$ cat config.mk
export PLATFORM = sky130hd
export DESIGN_NAME = lsu_ctrl
export DESIGN_NICKNAME = d
export VERILOG_FILES = /design/src/rtl/lsu_pkg.sv /design/src/rtl/lsu_ld_ext.sv /design/src/rtl/lsu_ctrl.sv
export SDC_FILE = /design/constraint.sdc
export NUM_CORES = 1
export LEC_CHECK = 0
export ABC_AREA = 1
export CORE_MARGIN = 2
export CORE_UTILIZATION = 49
export CTS_CLUSTER_SIZE = 14
export DETAILED_ROUTE_END_ITERATION = 8
export PLACE_DENSITY = 0.87
export SLEW_MARGIN = 15
export SYNTH_ARGS = -nofsm -noshare
export SYNTH_HDL_FRONTEND = slang
export SYNTH_SLANG_ARGS = --single-unit
$ cat constraint.sdc
create_clock -name i_clk -period 2.95 [get_ports i_clk]
set_input_delay 0.59 -clock i_clk [delete_from_list [all_inputs] [get_ports i_clk]]
set_output_delay 0.59 -clock i_clk [all_outputs]
set_load 0.05 [all_outputs]
$ cat src/rtl/lsu_pkg.sv
// Shared types and helpers for the load/store sequencer: FSM states,
// access-size mask encodings and the alignment/legality check.
package lsu_pkg;

    typedef enum logic [1:0] {
        ST_IDLE = 2'd0,
        ST_REQ  = 2'd1,
        ST_WAIT = 2'd2,
        ST_DONE = 2'd3
    } lsu_state_e;

    localparam logic [3:0] MASK_B = 4'b0001;
    localparam logic [3:0] MASK_H = 4'b0011;
    localparam logic [3:0] MASK_W = 4'b1111;

    // Legal means a known size code whose bytes all fall inside one word.
    function automatic logic lsu_align_chk(input logic [1:0] off, input logic [3:0] mask);
        logic legal;
        case (mask)
            MASK_B:  legal = 1'b1;
            MASK_H:  legal = ~off[0];
            MASK_W:  legal = (off == 2'b00);
            default: legal = 1'b0;
        endcase
        return legal;
    endfunction

endpackage

$ cat src/rtl/lsu_ld_ext.sv
// Load data extraction: shifts the addressed bytes down to bit 0 and
// sign- or zero-extends them according to the access size.
module lsu_ld_ext
    import lsu_pkg::*;
(
    input  logic [31:0] i_word,
    input  logic [1:0]  i_off,
    input  logic [3:0]  i_mask,
    input  logic        i_un,
    output logic [31:0] o_data
);

    logic [31:0] w_shift;

    assign w_shift = i_word >> {i_off, 3'b000};

    always_comb begin
        o_data = w_shift;
        case (i_mask)
            MASK_B:  o_data = {{24{w_shift[7] & ~i_un}}, w_shift[7:0]};
            MASK_H:  o_data = {{16{w_shift[15] & ~i_un}}, w_shift[15:0]};
            default: o_data = w_shift;
        endcase
    end

endmodule

$ cat src/rtl/lsu_ctrl.sv
// Load/store sequencer: stalls the single-cycle core while one byte-enabled
// memory request is issued and, for loads, the read response is awaited.
module lsu_ctrl
    import lsu_pkg::*;
#(
    parameter int TIMEOUT = 16
) (
    input  logic        i_clk,
    input  logic        i_rst_n,
    input  logic        i_ld,
    input  logic        i_st,
    input  logic [31:0] i_addr,
    input  logic [31:0] i_wdata,
    input  logic [3:0]  i_mask,
    input  logic        i_mem_un,
    output logic        o_stall,
    output logic        o_req,
    input  logic        i_ready,
    output logic        o_we,
    output logic [31:0] o_addr,
    output logic [3:0]  o_be,
    output logic [31:0] o_wdata,
    input  logic        i_rvalid,
    input  logic [31:0] i_rdata,
    output logic [31:0] o_ld_data,
    output logic        o_ld_vld,
    output logic        o_err,
    output lsu_state_e  o_dbg_state
);

    localparam logic [7:0] TO_LAST = 8'(TIMEOUT - 1);

    // Request port: o_req holds with fixed we/addr/be/wdata until the cycle
    // where o_req & i_ready are both high; that cycle is the only transfer.
    lsu_state_e  r_state, w_next;
    logic        r_we, r_un, r_to, r_ld_vld;
    logic [31:0] r_addr, r_wdata, r_ld_data;
    logic [3:0]  r_be, r_mask;
    logic [1:0]  r_off;
    logic [7:0]  r_cnt;
    logic        w_any, w_legal, w_start, w_bad, w_timeout;
    logic [31:0] w_ext;

    assign w_any   = i_ld | i_st;
    assign w_legal = lsu_align_chk(i_addr[1:0], i_mask) & ~(i_ld & i_st);
    assign w_start = (r_state == ST_IDLE) & w_any & w_legal;
    assign w_bad   = (r_state == ST_IDLE) & w_any & ~w_legal;

    // Completion in the same cycle as the last counted cycle wins over abort.
    assign w_timeout = (r_cnt == TO_LAST) &
                       (((r_state == ST_REQ) & ~i_ready) | ((r_state == ST_WAIT) & ~i_rvalid));

    always_ff @(posedge i_clk or negedge i_rst_n) begin
        if (!i_rst_n) begin
            r_state <= ST_IDLE;
        end else begin
            r_state <= w_next;
        end
    end

    always_comb begin
        w_next  = r_state;
        o_stall = 1'b0;
        o_req   = 1'b0;
        o_err   = w_bad;
        case (r_state)
            ST_IDLE: begin
                o_stall = w_start;
                if (w_start) w_next = ST_REQ;
            end
            ST_REQ: begin
                o_stall = 1'b1;
                o_req   = 1'b1;
                if (i_ready)        w_next = r_we ? ST_DONE : ST_WAIT;
                else if (w_timeout) w_next = ST_DONE;
            end
            ST_WAIT: begin
                o_stall = 1'b1;
                if (i_rvalid || w_timeout) w_next = ST_DONE;
            end
            ST_DONE: begin
                o_err  = r_to;
                w_next = ST_IDLE;
            end
            default: w_next = ST_IDLE;
        endcase
    end

    always_ff @(posedge i_clk or negedge i_rst_n) begin
        if (!i_rst_n) begin
            r_we      <= 1'b0;
            r_addr    <= '0;
            r_be      <= '0;
            r_wdata   <= '0;
            r_off     <= '0;
            r_mask    <= '0;
            r_un      <= 1'b0;
            r_cnt     <= '0;
            r_to      <= 1'b0;
            r_ld_vld  <= 1'b0;
            r_ld_data <= '0;
        end else begin
            if (w_start) begin
                r_we    <= i_st;
                r_addr  <= {i_addr[31:2], 2'b00};
                r_be    <= i_mask << i_addr[1:0];
                r_wdata <= i_wdata << {i_addr[1:0], 3'b000};
                r_off   <= i_addr[1:0];
                r_mask  <= i_mask;
                r_un    <= i_mem_un;
                r_cnt   <= '0;
            end else if ((r_state == ST_REQ) || (r_state == ST_WAIT)) begin
                r_cnt <= r_cnt + 8'd1;
            end
            // Result registers are live for exactly the DONE cycle that follows.
            r_to      <= w_timeout;
            r_ld_vld  <= (r_state == ST_WAIT) & i_rvalid;
            r_ld_data <= ((r_state == ST_WAIT) & i_rvalid) ? w_ext : 32'd0;
        end
    end

    lsu_ld_ext u_ld_ext (
        .i_word (i_rdata),
        .i_off  (r_off),
        .i_mask (r_mask),
        .i_un   (r_un),
        .o_data (w_ext)
    );

    assign o_we        = r_we;
    assign o_addr      = r_addr;
    assign o_be        = r_be;
    assign o_wdata     = r_wdata;
    assign o_ld_data   = r_ld_data;
    assign o_ld_vld    = r_ld_vld;
    assign o_dbg_state = r_state;

endmodule
==> results_dict.tcl <==
set metrics [dict create \
    cts_resized 0 \
    netSwitchingFraction_pct 46.8 \
    synthArstFlopShare_pct 100 \
    pwr-share-clk_pct 21.0 \
    r2r-end "o_wdata[28]" \
    io-pin-count 214 \
    irDropWorstVdd_v 0.000833 \
    yosysSeqAreaShare_pct 50.5 \
    rsz0062_at_grt "false" \
    vias_per_cell 5.21 \
    die_h_um 113 \
    row_count 39 \
    synth_top_cell_by_area "dfrtp_1" \
    cts_root_buf "clkbuf_16" \
    core_area_um2 11500 \
    cp.arrival_ps 2050 \
    synth_commonest_cells "321 x nand2_1, 118 x dfrtp_1, 52 x inv_1, 41 x o21ai_0, 39 x nand3_1" \
    stdcell_area_um2 8610 \
    area_growth_pct 47.4 \
    synthAdderAreaFrac_pct 1.07 \
    clkSlewWorstSetupHoldPaths_ps 60 \
    hold_buffers 0 \
    final_nets 1053 \
    outcome "finished, violations left" \
    r2r_slack_ps 640 \
    synth_flop_cell "dfrtp_1" \
    reg2reg_depth 9 \
    gp_congestion 0.894 \
    first_global_vias 5548 \
    synth-compound-area-share_pct 7.77 \
    drt_iter0_markers 646 \
    cts_tree "done" \
    yosys_warnings 0 \
    drv_cap 0 \
    hold_viol 0 \
    hold_class "in -> async" \
    initial_core_util_pct 50.7 \
    grt_antenna_before_repair 0 \
    dp_hpwl_mm 11.9 \
    p_sw_uw 4440 \
    cts_buffer_depth 2 \
    yosysTopAreaCellShare_pct 50.5 \
    yosysMostFrequentCell "nand2_1" \
    synth-xor-area-share_pct 0.150 \
    grt_pass1_wl_mm 27.6 \
    violations "design-rule violations" \
    synth_area_um2 5840 \
    regToRegStartpoint "o_dbg_state[0]" \
    io_buffers 211 \
    placed_area_um2 8040 \
    synth_top_family_by_area "simple AND/OR/NAND/NOR gates" \
    grt_usage_pct 27.2 \
    crit_path_end_kind "output port" \
    min_period_ps 2640 \
    wl_mm 16.9 \
    synth_edf_count 0 \
    avgSynthCellArea_um2 7.93 \
    overflow 0 \
    ys_types 37 \
    fp.dieW_um 113 \
    worst_pin_slew_ps 574 \
    slew_headroom_pct 61.6 \
    setup_viol 0 \
    fin_crit_sh_pct 89.4 \
    clock.fmax_ghz 0.379 \
    power.density_nw_per_um2 1100 \
    crit_required_ps 2360 \
    p_int_uw 5050 \
    power_leakage_uw 0.00424 \
    synth-seq-cells 118 \
    synth-simple-area-share_pct 31.7 \
    htreeDepth 4 \
    synthTopCellsByArea "dfrtp_1 51%, nand2_1 21%, o21ai_0 3.5%, nand3_1 3.3%, inv_1 3.3%" \
    grt_start_max_net_pins 54 \
    drtPass1Iterations 7 \
    muxShareOfSynthArea_pct 1.20 \
    clock-sinks 118 \
    diodes 0 \
    synth_cells 737 \
    seqPwrFrac_pct 27.3 \
    worstSetupStartpointType "register" \
    finalClockSkew_ps 8.39 \
    tns_ps 0 \
    hold_ws_ps 140 \
    worstSetupPathType "reg -> out" \
    cts_made_buffers 17 \
    wl_per_cell_um 15.4 \
    die-area_um2 12800 \
    post_cts_buffers 0 \
    path_max_fanout 5 \
    drive_gt1_share_pct 8.39 \
    vias 5715 \
    combPwrFrac_pct 51.7 \
    drc_errors 16 \
    clk_latency_ps 410 \
    finalMaxSlewViolations 0 \
    postRouteAntennaNets 0 \
]
==> layout by cell type (no fill, tap or decap), drive strengths merged, types with 2 or more instances in the layout <==
cell type / netlist / final
mux2i: 7 / 7
o21ai: 42 / 42
conb: 1 / 2
dfrtp: 118 / 118
nor2: 41 / 41
clkinv: 0 / 6
clkbuf: 14 / 19
nand2: 334 / 334
a31oi: 7 / 7
ha: 5 / 5
nand3: 42 / 42
nand4: 5 / 5
buf: 25 / 15
inv: 55 / 55
nor3: 2 / 2
a21oi: 25 / 25
o22ai: 9 / 9
clkinvlp: 0 / 4
clkdlybuf4s50: 0 / 208
bufinv: 0 / 2
==> power groups by stage <==
stage / Clock, uW / Sequential, uW / Combinational, uW
after floorplan: 0 / 4230 / 1590
after global placement: 0 / 2580 / 4800
after detailed placement: 0 / 2590 / 4880
after CTS: 2010 / 2590 / 4920
after global routing: 2100 / 2660 / 5230
final: 1990 / 2590 / 4900
==> through the flow <==
| stage | util (%) | setup WS [ps] | power [uW] | std cells |
|---|---|---|---|---|
| floorplan | - | 4.45 | 5820 | 738 |
| global placement | 69.8 | 370 | 7390 | 1065 |
| detailed placement | 69.8 | 287 | 7470 | 1065 |
| CTS | 74.8 | 284 | 9530 | 1096 |
| global route | 74.8 | 129 | 9990 | 1096 |
| finish | 74.8 | 313 | 9490 | 1096 |
==> final cells by class <==
type	instances	area [um2]
Clock inverter	12	131
Inverter	55	206
Tap cell	143	179
Fill cell	831	2900
Sequential cell	118	2950
Multi-Input combinational cell	526	2460
Timing Repair Buffer	223	2240
Clock buffer	19	443
==> metal layers <==
| layer | vias to the layer above | GRT usage, % | wire [um] |
|---|---|---|---|
| li1 | 2721 | - | - |
| met1 | 2679 | 36.3 | 6830 |
| met2 | 281 | 44.8 | 8270 |
| met3 | 34 | 5.36 | 1380 |
| met4 | 0 | 9.27 | 380 |
| met5 | - | 0 | 0 |
==> worst max path at each step <==
| stage | end | slack, ps | depth (start not counted) | start |
|---|---|---|---|---|
| 2_1_floorplan | o_err | 4 | 6 | o_dbg_state[0] |
| 4_1_cts | o_err | 280 | 7 | o_dbg_state[0] |
| 3_5_place_dp | o_wdata[31] | 290 | 8 | i_addr[0] |
| 6_report | o_err | 310 | 7 | o_dbg_state[0] |
| 3_3_place_gp | o_wdata[25] | 370 | 8 | i_addr[0] |
| 5_1_grt | o_err | 130 | 7 | o_dbg_state[0] |
==> cells by family after synthesis <==
| kind of cell | count (synthesis) |
|---|---|
| AND/OR/NAND/NOR | 426 |
| flip-flops | 118 |
| buffers and inverters | 94 |
| AO/OA/AOI/OAI | 85 |
| multiplexers | 7 |
| adder cells (fa/ha/maj) | 5 |
| other | 1 |
| XOR/XNOR | 1 |
==> critical path, cell delays in order, from the launching register on <==
cell	delay, ps
dfrtp_1	420
inv_1	130
ha_1	180
inv_1	80
nor2_1	230
nand2_1	80
o21ai_0	330
buf_12	190
==> flip-flops by register name, indices dropped and copies added, names as in the netlist, 2 cells and up <==
name and flops:
o_ld_data 32, o_wdata 32, o_addr 30, r_cnt 8
o_be 4, r_mask 4, o_dbg_state 2, r_off 2
No activity file was read; power rests on OpenSTA's default activity.
